[src/rtl/cpu_pkg.sv]
`default_nettype none
// ============================================================================
// Module      : cpu_pkg
// Description : Shared fetch-side definitions: fetch state encoding, the
//               default halt opcode and the PC step size.
// Revision    : 1.0 - initial release
// ============================================================================
package cpu_pkg;

  // REQ  : read outstanding, result will be loaded
  // DROP : read outstanding, result will be discarded (redirected)
  // FULL : buffer held for a stalled decode, no read
  // HALT : fetch stopped on a halt opcode
  typedef enum logic [1:0] {
    ST_REQ  = 2'd0,
    ST_DROP = 2'd1,
    ST_FULL = 2'd2,
    ST_HALT = 2'd3
  } fetch_state_t;

  localparam logic [3:0]  HALT_OPCODE = 4'hF;
  localparam logic [15:0] PC_STEP     = 16'd2;

endpackage : cpu_pkg
`default_nettype wire

[src/rtl/PSA_16bit.sv]
`default_nettype none
// ============================================================================
// Module      : PSA_16bit
// Description : 16-bit parallel add/subtract, wrapping (carry discarded).
//   a, b : operands
//   sub  : 0 -> sum = a + b, 1 -> sum = a - b
//   sum  : 16-bit result
// Revision    : 1.0 - initial release
// ============================================================================
module PSA_16bit (
  input  logic [15:0] a,
  input  logic [15:0] b,
  input  logic        sub,
  output logic [15:0] sum
);

  // Two's-complement subtract: invert b and inject the carry-in.
  assign sum = a + (b ^ {16{sub}}) + {15'd0, sub};

endmodule : PSA_16bit
`default_nettype wire

[src/rtl/fetch_unit.sv]
`default_nettype none
// ============================================================================
// Module      : fetch_unit
// Description : Single-entry instruction fetch buffer with branch redirect,
//               decode stall and halt detection.
//   clk, rst_n          : clock, asynchronous active-low reset
//   branch_taken/target : redirect request and address (bit 0 ignored)
//   stall               : decode cannot accept instr this cycle
//   imem_req/addr       : instruction-memory read request and address
//   imem_rdata/ready    : read data and completion strobe
//   pc                  : current fetch address
//   instr/instr_pc_plus2: buffered instruction and its address + 2
//   instr_valid         : buffer holds a live instruction
//   halted              : fetch stopped on HALT_OP
// Revision    : 1.0 - initial release
// ============================================================================
module fetch_unit
  import cpu_pkg::*;
#(
  parameter logic [15:0] RESET_PC = 16'h0000,
  parameter logic [3:0]  HALT_OP  = HALT_OPCODE
) (
  input  logic        clk,
  input  logic        rst_n,
  input  logic        branch_taken,
  input  logic [15:0] branch_target,
  input  logic        stall,
  output logic        imem_req,
  output logic [15:0] imem_addr,
  input  logic [15:0] imem_rdata,
  input  logic        imem_ready,
  output logic [15:0] pc,
  output logic [15:0] instr,
  output logic [15:0] instr_pc_plus2,
  output logic        instr_valid,
  output logic        halted
);

  fetch_state_t r_state;
  fetch_state_t w_next;
  logic [15:0]  r_pc;
  logic [15:0]  r_drop_addr;
  logic [15:0]  r_instr;
  logic [15:0]  r_pc_plus2;
  logic         r_valid;
  logic [15:0]  w_pc_plus2;
  logic [15:0]  w_target;
  logic         w_load;
  logic         w_to_drop;

  PSA_16bit u_pc_inc (
    .a   (r_pc),
    .b   (PC_STEP),
    .sub (1'b0),
    .sum (w_pc_plus2)
  );

  // Instructions are halfword aligned.
  assign w_target = branch_target & 16'hFFFE;

  // ---------------------------------------------------------------------------
  // Next-state / control
  // ---------------------------------------------------------------------------
  always_comb begin
    w_next    = r_state;
    w_load    = 1'b0;
    w_to_drop = 1'b0;
    case (r_state)
      ST_REQ: begin
        if (branch_taken) begin
          // A redirect while our read is still pending must let that read
          // finish on the bus before the new address can be issued.
          w_to_drop = ~imem_ready;
          w_next    = imem_ready ? ST_REQ : ST_DROP;
        end else if (imem_ready) begin
          w_load = 1'b1;
          if (imem_rdata[15:12] == HALT_OP) w_next = ST_HALT;
          else if (stall)                   w_next = ST_FULL;
          else                              w_next = ST_REQ;
        end
      end
      ST_DROP: begin
        if (imem_ready) w_next = ST_REQ;
      end
      ST_FULL: begin
        if (branch_taken || !stall) w_next = ST_REQ;
      end
      ST_HALT: begin
        if (branch_taken) w_next = ST_REQ;
      end
      default: w_next = ST_REQ;
    endcase
  end

  always_ff @(posedge clk or negedge rst_n) begin
    if (!rst_n) r_state <= ST_REQ;
    else        r_state <= w_next;
  end

  // ---------------------------------------------------------------------------
  // Datapath
  // ---------------------------------------------------------------------------
  always_ff @(posedge clk or negedge rst_n) begin
    if (!rst_n) begin
      r_pc        <= RESET_PC;
      r_drop_addr <= 16'h0000;
      r_instr     <= 16'h0000;
      r_pc_plus2  <= 16'h0000;
      r_valid     <= 1'b0;
    end else begin
      if (branch_taken)  r_pc <= w_target;
      else if (w_load)   r_pc <= w_pc_plus2;

      if (w_to_drop)     r_drop_addr <= r_pc;

      if (w_load) begin
        r_instr    <= imem_rdata;
        r_pc_plus2 <= w_pc_plus2;
      end

      // In DROP the buffer is already empty, so clearing on any redirect
      // still leaves a DROP-state branch affecting only the pc.
      if (branch_taken)  r_valid <= 1'b0;
      else if (w_load)   r_valid <= 1'b1;
      else if (!stall)   r_valid <= 1'b0;
    end
  end

  assign imem_req       = rst_n && ((r_state == ST_REQ) || (r_state == ST_DROP));
  assign imem_addr      = (r_state == ST_DROP) ? r_drop_addr : r_pc;
  assign pc             = r_pc;
  assign instr          = r_instr;
  assign instr_pc_plus2 = r_pc_plus2;
  assign instr_valid    = r_valid;
  assign halted         = (r_state == ST_HALT);

endmodule : fetch_unit
`default_nettype wire

[config.mk]
export PLATFORM = sky130hd
export DESIGN_NAME = fetch_unit
export DESIGN_NICKNAME = d
export VERILOG_FILES = /design/src/rtl/cpu_pkg.sv /design/src/rtl/PSA_16bit.sv /design/src/rtl/fetch_unit.sv
export SDC_FILE = /design/constraint.sdc
export NUM_CORES = 1
export LEC_CHECK = 0
export ABC_CLOCK_PERIOD_IN_PS = 4070
export CORE_UTILIZATION = 50
export CTS_CLUSTER_SIZE = 28
export DETAILED_ROUTE_END_ITERATION = 8
export PLACE_DENSITY_LB_ADDON = 0.15
export SLEW_MARGIN = 0
export SYNTH_ARGS = -nofsm -noshare
export SYNTH_HDL_FRONTEND = slang
export SYNTH_SLANG_ARGS = --single-unit
[constraint.sdc]
create_clock -name clk -period 4.07 [get_ports clk]
set_input_delay 0.814 -clock clk [delete_from_list [all_inputs] [get_ports clk]]
set_output_delay 0.814 -clock clk [all_outputs]
set_load 0.05 [all_outputs]
# == After elaboration in Yosys (flattened, before gate mapping) ==
# Cells that the tools add are included.
# word_totals
n_memories,0
rom_bits,0
latch_bits,0
mem_bits_rw,0
regBits,67
elab_cells,44
in_bits,37
# classes
multipliers,0
n_lt_le_gt_ge,0
n_addsub,1
eq_ne,9
n_shift,0
bitwise,1
reduce_logical,7
n_mux,20
n_div,0
# ops
cell,count
$mux 16,3
$add 16x2->16 const B,1
$mux 2,7
$mux 1,9
$pmux 2 s4,1
$ne 2x2->1 const B,3
$eq 2x2->1 const B,2
$eq 4x4->1 const B,1
$reduce_and 4->1,1
$ne 3x2->1 const B,1
$ne 3x3->1 const B,1
$eq 2x1->1 const B,1
$logic_not 2->1,1
$logic_or 1x1->1,2
$reduce_bool 2->1,1
$logic_and 1x1->1,1
$logic_not 1->1,1
$not 1->1,1

# == Longest topological paths before layout ==
# depth
depth_word,5
mapped_depth,6
mapped_depth_nobuf,5

# == Modules after synthesis ==
# Synthesis repeated with hierarchy kept, for this count alone.
# unflattened
hier_cells,343
area_unflattened_um2,3709.8
# modules_own_cells
mod,area_each_um2,seq_area_each_um2,cells_per_inst,instances
fetch_unit,2816.5,1676.6,229,1
PSA_16bit,893.4,0.0,114,1

# == Worst setup path after synthesis ==
# OpenSTA, ideal clock, no wires.
# synth_timing
path_kind,register -> output
start,register r_state[0]
end,output port imem_addr[15]
stages_incl_launch_ff,6
required_time_ps,3256
path_slack_ps,1198
n_path_buf,3
arrival_time_ps,2058
cell_sequence,dfrtp_1 -> buf_2 -> nor2b_1 -> buf_2 -> buf_2 -> o21ai_0
# synth_via
elab_chain_len,2
# synth_lines
item,line,rtl
start: declaration,fetch_unit.sv:39,fetch_state_t r_state;
start signal: assignment,fetch_unit.sv:97,else r_state <= w_next;
$eq 2x1->1,fetch_unit.sv:130,assign imem_addr = (r_state == ST_DROP) ? r_drop_addr : r_pc;
$mux 16,fetch_unit.sv:130,
end: declaration,fetch_unit.sv:29,"output logic [15:0] imem_addr,"
# No other way between the ends.

# == Worst setup path after layout ==
# layout_timing
start,register r_state[0]
end,output port imem_addr[3]
# Same word-level chain as after synthesis.

==> results.md <==
- Status: completed
- Fmax: 0.291 GHz
- CTS Hold Bufs: 0
- Core area: 0.00603 mm²
- R2R Setup Slk: 2.05 ns
- Hpwl dp: 5.12 mm
- Comb pwr share: 41.4%
- Fin Clk Skew: 0.00939 ns
- Worst setup path class: reg -> out
- TritonRoute pass-1 iters: 5
- Min-Delay Endpoint: instr[6]
- Initial antenna violation count: 0
- Req. time, crit path: 3.26 ns
- Port buffer count: 99
- Setup tns final: 0 ns
- Critical Path Source: r_state[0]
- Synth area leader: dfrtp_1
- Cell Chain, Critical Path: nor2b_1 -> buf_4 -> mux2_2 -> clkdlybuf4s50_1
- # rows: 28
- FF+latch count, synth: 64
- CTS tree: done
- Slew Limit Fails: 0
- Clock Power Share: 21.8%
- Synth area leaders: dfrtp_1 50%, mux2_2 10%, nand2_1 9.9%
- Placer Congestion: 0.779
- Worst-margin pin slew: 0.818 ns
- Core Util, Final: 72.6%
- Delay-heaviest family, CP: buffers and inverters
- Hold Fails Final Rpt: 0
- Critical path arrival: 2.62 ns
- GRT Util Overall: 24.8%
- Area growth syn-to-layout: 36.9%
- Slew Limit Headroom: 45.4%
- Via count: 2599
- Ys async rst share: 100%
- ANT nets after route: 0
- Count of final setup violators: 0
- Clock sink count: 64
- Cells after Synth: 322
- Postcts setup bufs: 0
- R2R cell count: 5
- Fin crit share: 84.4%
- Post-CTS sizing: 0
- Via density: 5.28
- Worst Hold Depth: 2
- Net Switching: 964 µW
- Grt total ovfl: 0
- Commonest non-fill, non-tap cell in the layout: clkdlybuf4s50_1
- Synth cell types: 40
- Syn. warnings: 0
- Commonest cells after routing, fill and taps aside: 98 x clkdlybuf4s50_1, 84 x nand2_1, 64 x dfrtp_1
- RSZ-0062 raised after global routing: false
- DIE HEIGHT: 81.9 µm
- Ports: 104
- Die area: 0.00671 mm²
- H-tree depth: 3
- Top cell type's share of synthesized area: 50.1%
- Clock Latency Late Sink: 0.34 ns
- Longest Clk Path Bufs: 2
- Leakage power of the design: 0.00188 µW
- Fin crit period: 3.44 ns
- CP endpoint kind: output port
- Worst path depth: 4
- Slowest cell delay on critical path: 0.70 ns
- Worst r2r dst: pc[11]
- Maximum vdd drop: 0.320 mV
- Largest net degree at the start of global routing: 65
- Sequential share of power: 36.8%
- Drt total wl: 7.46 mm
- CP startpoint kind: register
- Number of buffers created by CTS: 9
- Synth Cell Area: 0.00320 mm²
- Global-route wire length before repair: 12.2 mm
- Residual DRC: 0
- Buf/Inv on CP: 2
- Register area share after synthesis: 50.1%
- Antenna cells: 0
- Number of fill cells in the layout: 457
- Initial core utilization: 53.0%
- Post-synth EDFFs: 0
- CP max-delay cell: clkdlybuf4s50_1
- Switching share of power: 40.7%
- Min-delay worst type: reg -> reg
- Vias in the first global route: 2504
- Pwr dens: 541 mW/mm²
- Total of max-cap violations: 0
- Fin nets: 450
- Avg Inst Size Synth: 9.92 µm²
- Hold Path Origin: instr[6]
- Ratio of cells with drive above 1 in the final layout: 13.4%
- Root Driver: clkbuf_8
- Routed len/inst: 15.2 µm
- Initial drt markers: 117
- Internal: 1400 µW
- Worst reg2reg startpoint: pc[1]
- Clock Pin Slew Worst Setup and Hold Paths: 0.07 ns
- Die width: 81.9 µm
- Main synth FF type: dfrtp_1
- Crit path max fanout: 13
==> area by class of cell <==
class / count / area, µm² / share of cell area, %
well taps: 75 / 93.8 / 2.14
repair buffers: 106 / 1040 / 23.7
flip-flops and latches: 64 / 1600 / 36.6
multi-input cells: 228 / 1450 / 33.1
clock buffers: 12 / 135 / 3.09
clock inverters: 4 / 45.0 / 1.03
inverters: 3 / 11.3 / 0.257
==> cell families after synthesis <==
kind of cell	count (synthesis)	share of synthesized area [%]
AND/OR/NAND/NOR	134	21.1
other	1	0.117
flip-flops	64	50.1
multiplexers	31	10.8
AO/OA/AOI/OAI	37	6.42
buffers and inverters	32	5.01
adder cells (fa/ha/maj)	1	0.391
XOR/XNOR	22	6.03
==> synth_stat cells, types with 3 or more instances <==
| master | n |
|---|---|
| a211o_1 | 3 |
| a21oi_1 | 6 |
| and2_1 | 3 |
| and4_1 | 3 |
| buf_2 | 12 |
| buf_4 | 4 |
| clkbuf_1 | 10 |
| dfrtp_1 | 64 |
| inv_1 | 3 |
| mux2_2 | 29 |
| nand2_1 | 84 |
| nand3_1 | 10 |
| nand4_1 | 6 |
| nor2_1 | 6 |
| nor2b_1 | 3 |
| o21ai_0 | 25 |
| xnor2_1 | 8 |
| xor2_1 | 14 |
==> stage by stage <==
| step | instance area, µm² | hold slack (ns) | power, µW | worst slack, ns | instances |
|---|---|---|---|---|---|
| finish | 4380 | 0.475 | 2370 | 0.634 | 492 |
| global route | 4380 | 0.499 | 2480 | 0.484 | 492 |
| CTS | 4380 | 0.482 | 2390 | 0.624 | 492 |
| detailed placement | 4200 | 0.465 | 1870 | 1.00 | 476 |
| global placement | 4200 | 0.458 | 1850 | 1.01 | 476 |
| floorplan | 3200 | 0.475 | 1530 | 1.20 | 324 |
==> tightest hold or removal path, stage by stage (launching register included) <==
cell and delay, ns:
dfrtp_1 0.34, nand2_1 0.05, nand2_1 0.05
==> state kept, by name, indices dropped and copies added (netlist names) <==
| signal | count |
|---|---|
| instr | 16 |
| instr_pc_plus2 | 15 |
| pc | 15 |
| r_drop_addr | 15 |
| r_state | 2 |
| instr_valid | 1 |
==> metal layers <==
| layer | up-vias | wire [µm] | track usage (%) |
|---|---|---|---|
| li1 | 1256 | - | - |
| met1 | 1252 | 3270 | 33.0 |
| met2 | 85 | 3590 | 38.1 |
| met3 | 6 | 537 | 7.78 |
| met4 | 0 | 72 | 8.25 |
| met5 | - | 0 | 0 |
==> power by group through the flow <==
stage          Sequential [µW]  Clock (µW)  Combinational [µW]
2_1_floorplan             1160           0                 371
3_3_place_gp               877           0                 970
3_5_place_dp               885           0                 984
4_1_cts                    874         524                 987
5_1_grt                    892         556                1030
6_report                   873         516                 980
==> worst max-delay path by stage <==
stage,endpoint,slack (ns)
finish,imem_addr[3],0.63
global route,imem_addr[12],0.48
CTS,imem_addr[3],0.62
detailed placement,imem_addr[9],1.00
global placement,imem_addr[3],1.01
floorplan,imem_addr[15],1.20
(Power assumes the default switching activity.)
